### config.mk
export PLATFORM = sky130hd
export DESIGN_NAME = result_mem_writer
export DESIGN_NICKNAME = d
export VERILOG_FILES = /design/src/rtl/result_mem_writer.sv
export SDC_FILE = /design/constraint.sdc
export NUM_CORES = 1
export LEC_CHECK = 0
export ABC_AREA = 1
export CELL_PAD_IN_SITES_DETAIL_PLACEMENT = 1
export CELL_PAD_IN_SITES_GLOBAL_PLACEMENT = 1
export CORE_MARGIN = 1
export CORE_UTILIZATION = 40
export CTS_BUF_LIST = sky130_fd_sc_hd__clkbuf_4 sky130_fd_sc_hd__clkbuf_8
export CTS_CLUSTER_DIAMETER = 200
export CTS_CLUSTER_SIZE = 40
export DETAILED_ROUTE_END_ITERATION = 8
export GPL_TIMING_DRIVEN = 0
export PLACE_DENSITY_LB_ADDON = 0.1
export SYNTH_ARGS = -nofsm -noshare
export SYNTH_HDL_FRONTEND = slang
export SYNTH_SLANG_ARGS = --single-unit
### constraint.sdc
create_clock -name clk -period 3 [get_ports clk]
set_input_delay 0.6 -clock clk [delete_from_list [all_inputs] [get_ports clk]]
set_output_delay 0.6 -clock clk [all_outputs]
set_load 0.005 [all_outputs]
### src/rtl/result_mem_writer.sv
// Writes one row-major grayscale image into the result frame memory, starting on a
// display frame boundary, and holds a level done flag once the image is complete.
module result_mem_writer #(
  parameter int IMG_W  = 480,
  parameter int IMG_H  = 320,
  parameter int ADDR_W = 18,
  parameter int DATA_W = 8
) (
  input  logic              clk,
  input  logic              rst_n,
  input  logic              start,
  input  logic              frame_done,
  input  logic              in_valid,
  input  logic [DATA_W-1:0] in_data,
  output logic              in_ready,
  output logic              mem_we,
  output logic [ADDR_W-1:0] mem_addr,
  output logic [DATA_W-1:0] mem_wdata,
  output logic              busy,
  output logic              done
);

  localparam int XW = (IMG_W > 1) ? $clog2(IMG_W) : 1;
  localparam int YW = (IMG_H > 1) ? $clog2(IMG_H) : 1;
  localparam logic [XW-1:0] X_LAST = XW'(IMG_W - 1);
  localparam logic [YW-1:0] Y_LAST = YW'(IMG_H - 1);

  typedef enum logic [2:0] {
    S_IDLE,
    S_ARM,
    S_WRITE,
    S_FLUSH,
    S_DONE
  } state_t;

  state_t            state, state_n;
  logic [XW-1:0]     x;
  logic [YW-1:0]     y;
  logic [ADDR_W-1:0] addr;
  logic              accept;
  logic              last_px;

  assign in_ready = (state == S_WRITE);
  assign accept   = in_valid && in_ready;
  assign last_px  = accept && (x == X_LAST) && (y == Y_LAST);

  always_comb begin
    state_n = state;
    unique case (state)
      S_IDLE:  if (start)      state_n = S_ARM;
      S_ARM:   if (frame_done) state_n = S_WRITE;
      S_WRITE: if (last_px)    state_n = S_FLUSH;
      S_FLUSH:                 state_n = S_DONE;
      S_DONE:  if (start)      state_n = S_ARM;
      default:                 state_n = S_IDLE;
    endcase
  end

  always_ff @(posedge clk or negedge rst_n) begin
    if (!rst_n) begin
      state     <= S_IDLE;
      x         <= '0;
      y         <= '0;
      addr      <= '0;
      mem_we    <= 1'b0;
      mem_addr  <= '0;
      mem_wdata <= '0;
      busy      <= 1'b0;
      done      <= 1'b0;
    end else begin
      state <= state_n;
      busy  <= (state_n == S_ARM) || (state_n == S_WRITE) || (state_n == S_FLUSH);
      // done is dropped on ARM entry so the display never reads a half-written image
      if (state_n == S_ARM)
        done <= 1'b0;
      else if (state_n == S_DONE)
        done <= 1'b1;

      // write stage: one cycle behind acceptance
      mem_we <= accept;
      if (accept) begin
        mem_addr  <= addr;
        mem_wdata <= in_data;
      end

      // last pixel clears the counters instead of stepping past the image
      if ((state_n == S_ARM) || (state == S_DONE) || last_px) begin
        x    <= '0;
        y    <= '0;
        addr <= '0;
      end else if (accept) begin
        addr <= addr + ADDR_W'(1);
        if (x == X_LAST) begin
          x <= '0;
          y <= y + YW'(1);
        end else begin
          x <= x + XW'(1);
        end
      end
    end
  end

endmodule

## Word-level counts from Yosys, hierarchy flattened

Index checks and enable logic that the tools add are counted.

- Add/sub/neg operators: 3
- Equal/unequal tests: 10
- Muxes and demuxes: 14
- Reductions and logical operators: 13

Operator list:

| kind | number |
|---|---|
| 9-bit two-way mux | 6 |
| 18-bit two-way mux | 2 |
| 18-bit by 1-bit adder with 18-bit output (second input constant) | 1 |
| 9-bit by 1-bit adder with 9-bit output (second input constant) | 2 |
| 9-bit == test (second input constant) | 2 |
| 3-bit by 2-bit == test with 1-bit output (second input constant) | 4 |
| 3-bit case mux with 4 select lines | 1 |
| 3-bit two-way mux | 3 |
| 3-bit by 1-bit == test with 1-bit output (second input constant) | 2 |
| 3-bit == test (second input constant) | 2 |
| 2-bit nonzero test | 3 |
| 1-bit logical OR | 4 |
| 1-bit logical AND | 3 |
| 3-bit logical NOT | 1 |
| 1-bit two-way mux | 2 |
| 2-bit AND reduction | 1 |
| 2-bit OR reduction | 1 |

- Flip-flop bits (word level): 68
- Input bits: 13
- Output and inout bits: 30
- Logic and storage cells: 49

## Depth between registers and ports, before layout

- Depth after elaboration: 11
- Depth in mapped cells: 10
- Depth with buffers taken out: 9

## Worst setup path before layout

No wires, ideal clock.

- Kind: register -> register
- Start point: register y[0]
- End point: register busy
- Setup time: 0.127 ns
- Arrival time: 1.331 ns
- Slack: 1.542 ns
- Stages on the path, launching flop included: 8
- Buffers on the path: 1
- Clock period less this slack: 1.458 ns
- Cells stage by stage: dfrtp_1 > ha_1 > nand3_2 > nor3_4 > nand3_2 > buf_4 > nand2_1 > or2_2

- Word-level cells in the longest chain between the ends: 7
- Elaborated cells on any way between the ends: 9
- Those cells by class: 4 x eq/ne; 2 x mux; 3 x reduce/logical

RTL lines:

| element | line | RTL |
|---|---|---|
| start, declared | 38 | `logic [YW-1:0] y;` |
| start signal, assigned | 95 | `y <= y + YW'(1);` |
| 9-bit == test (*) | 45 | `assign last_px = accept && (x == X_LAST) && (y == Y_LAST);` |
| 1-bit logical AND (*) | 45 |  |
| 3-bit two-way mux (*) | 52 | `S_WRITE: if (last_px) state_n = S_FLUSH;` |
| 3-bit case mux with 4 select lines (*) | 49 | `unique case (state)` |
| named net state_n[0] | 36 | `state_t state, state_n;` |
| 3-bit by 1-bit == test with 1-bit output or 3-bit by 2-bit == test with 1-bit output (tied branches) | 72 | `busy <= (state_n == S_ARM) \|\| (state_n == S_WRITE) \|\| (state_n == S_FLUSH);` |
| 1-bit logical OR | 72 |  |
| 1-bit logical OR (*) | 72 |  |
| end signal, assigned | 72 |  |
| end, declared | 19 | `output logic busy,` |

Mark *: on every way through the listed nets, which the timed path passes. The rest lies on a longest branch.
A chain may end at the register's enable or synchronous reset.

## Final worst setup path

- Start point: register state[2]
- End point: output port in_ready

- Word-level cells in the longest chain between the ends: 1

RTL lines:

| element | line | RTL |
|---|---|---|
| start, declared | 36 |  |
| start signal, assigned | 71 | `state <= state_n;` |
| 3-bit by 2-bit == test with 1-bit output | 43 | `assign in_ready = (state == S_WRITE);` |
| end, declared | 15 | `output logic in_ready,` |

Every way passes these cells.

==> qor.csv <==
metric,value,unit
simple-gate area share of the yosys netlist,34.77,%
worst min path class,input port to async pin,
synth cell count leaders,"nand2_1 (172), dfrtp_1 (68), nor2_1 (52)",
Starting Density,41.18,%
Pre-antenna DRT Iters,4,
grt total ovfl,0,
Max Cap Violations,0,
TritonCTS clock tree,built,
Worst Setup SP,state[2],
synthesized cell area,3573,um^2
internal power,1.696,mW
Fmax,453.0,MHz
H-tree levels,3,
GRT Total Usage,22.50,%
Port Buffers,42,
clk slew on worst S/H paths,0.09,ns
Crit Path Class,flop to output port,
Worst-Skew Late Latency,0.36,ns
Compound-Gate Fraction of Synth Area,6.092,%
period utilization,73.59,%
Die H,96.52,um
DR WL/cell,15.01,um
drt drc,0,
Leak,2.029,nW
die extent in x,96.52,um
mux share of post-synthesis cell area,0,%
fin crit period,2.208,ns
Crit path arrival time,1.61,ns
clock skew,0.01308,ns
Crit-path slowest cell,clkdlybuf4s50_1,
sequential element share of the synthesized area,47.62,%
Clock power frac,26.3,%
mean area per synthesized cell,7.636,um^2
Synth top area share,47.62,%
Area Growth Syn to Fin,20.41,%
# Post-CTS Setup Buffers,0,
WL final,9518,um
FF/Latch Area,1702,um^2
r2r worst-path depth,7,
vias in the first global route,3250,
top-count cell post-synth,nand2_1,
crit-path cells,nor2_4 -> nand2_1 -> inv_1 -> clkdlybuf4s50_1,
detailed placer's ending HPWL,6777,um
# nets final,537,
CTS max path bufs,2,
IO Pins,43,
first-pass GRT wire length,15790,um
status,finished clean,
Worst setup EP type,output port,
top_reg_cell synth,dfrtp_1,
CP Max Fanout,3,
Post-DP Area,4126,um^2
post-synth cell types,33,
Die ar.,9315,um^2
FF-to-FF Start,x[0],
RSZ-0062 raised after global routing,no,
synth top area cells,"dfrtp_1 (48%), nand2_1 (18%), nor2_1 (5.5%)",
Post-CTS Hold Buffers,0,
detailed router's first-iteration violation count,61,
Post-Synth XOR/XNOR Area,2.941,%
#FFs+latches synth,68,
Post-CTS Resized,0,
critical path startpoint category,flop,
cell area after layout,4303,um^2
ANT nets after route,0,
Yosys top cell by area,dfrtp_1,
initial antenna violation count,0,
Final Hold Vio Count,0,
Diodes inserted,0,
Sw Share,37.27,%
post-synthesis instance total,468,
Post-synth EDFFs,0,
Crit path required time,2.40,ns
Core Rows,34,
Slew headroom,41.13,%
Synth async-reset ratio,100.0,%
Worst setup endpoint,in_ready,
GP Congestion,0.8098,
Post-Synth Adder-Cell Area,1.050,%
Placeable Area,8678,um^2
Slew @ Worst Pin,0.8830,ns
Ys Warns,0,
via count,3216,
PD cells,628.2,nW/um^2
vias per cell,5.073,
pin count of the biggest net entering global routing,69,
Sw Pwr,1.007,mW
area occupied by multi-input gates,1603,um^2
cts bufs inserted,9,
Syn Nets,484,
reg2reg setup slack,1.11,ns
largest family of logic cells by synthesized area,simple AND/OR/NAND/NOR gates,
Power Total,2.703,mW
Comb pwr share,32.3,%
layout cells sized above 1,8.175,%
Root Driver,clkbuf_8,
# fillers,1100,
VDD IR max,0.2863,mV
Slew Limit Fails,0,
Crit path largest cell delay,0.48,ns
Final Setup Violations,0,
FF-to-FF End,y[8],
Flop pwr share,41.4,%
clk sinks,68,
## per-stage QoR
stage / TNS, ns / util (%) / setup WS (ns) / hold slack, ns / std cells
floorplan: 0 / - / 1.542 / 0.3044 / 468
global placement: -74.18 / 47.58 / -1.095 / 0.4567 / 618
detailed placement: 0 / 47.55 / 0.7611 / 0.4716 / 618
CTS: 0 / 49.58 / 0.7611 / 0.4070 / 634
global route: 0 / 49.58 / 0.6818 / 0.4404 / 634
finish: 0 / 49.58 / 0.7923 / 0.3575 / 634
## per-layer routing
metal / part of all wire, % / GRT usage [%] / up-vias
met1: 45 / 27.70 / 1568
met5: 0 / 0 / -
li1: - / - / 1591
met2: 50 / 39.50 / 42
met3: 2.8 / 3.991 / 15
met4: 1.6 / 7.721 / 0
## flip-flops by register name (all words and copies together) (netlist names)
| register | cells |
|---|---|
| addr | 18 |
| y | 9 |
| mem_addr | 18 |
| mem_we | 1 |
| state | 3 |
| x | 9 |
| busy | 1 |
| mem_wdata | 8 |
| done | 1 |
## critical path: cells and delay by family, from the launching register on
family,cells,cell delay (ns)
buffers and inverters,2,0.54
DFF,1,0.43
and+or+nand+nor,2,0.28
## cell families after synthesis
family / count (synthesis)
flip-flops: 68
AO/OA/AOI/OAI: 34
XOR/XNOR: 12
buffers and inverters: 63
AND/OR/NAND/NOR: 288
adder cells (fa/ha/maj): 3
## how the worst min path moves through the flow
stage / from / endpoint / slack (ns) / cells past startpoint
finish: rst_n / mem_addr[3] / 0.36 / 1
global route: rst_n / mem_addr[3] / 0.44 / 1
CTS: rst_n / addr[17] / 0.41 / 1
detailed placement: mem_addr[11] / mem_addr[11] / 0.47 / 2
global placement: done / done / 0.46 / 2
floorplan: rst_n / addr[0] / 0.30 / 0
## layout make-up
type / instances / share of cell area (%)
buffer: 16 / 2.152
clock buffer: 10 / 3.199
clock inverter: 6 / 0.9014
inverter: 47 / 4.100
multi-input combinational: 337 / 37.25
sequential: 68 / 39.55
tap: 108 / 3.140
timing repair buffer: 42 / 9.712
## placed cells by master, fill, tap and decap left out, drive strengths merged
cell type,Yosys,layout
o2111ai,9,9
or2,2,2
clkinvlp,0,2
nand4,9,9
o211ai,1,1
o21ai,15,15
nor3b,3,3
o21bai,1,1
xnor2,2,2
nand3,33,33
xor2,10,10
o21a,1,1
clkinv,0,3
a31oi,1,1
nor2,55,55
buf,9,10
nand2,173,173
clkdlybuf4s50,0,41
clkbuf,7,17
dfrtp,68,68
and3,1,1
inv,47,48
a21oi,6,6
nor3,12,12
ha,3,3
## power by group through the flow
stage          Clock [mW]  Combinational, mW  Sequential (mW)
2_1_floorplan           0              0.504             1.13
3_3_place_gp            0              0.860             1.13
3_5_place_dp            0              0.886             1.14
4_1_cts             0.731              0.895             1.12
5_1_grt             0.759              0.988             1.14
6_report            0.711              0.873             1.12
Power figures use the tool's default switching activity.
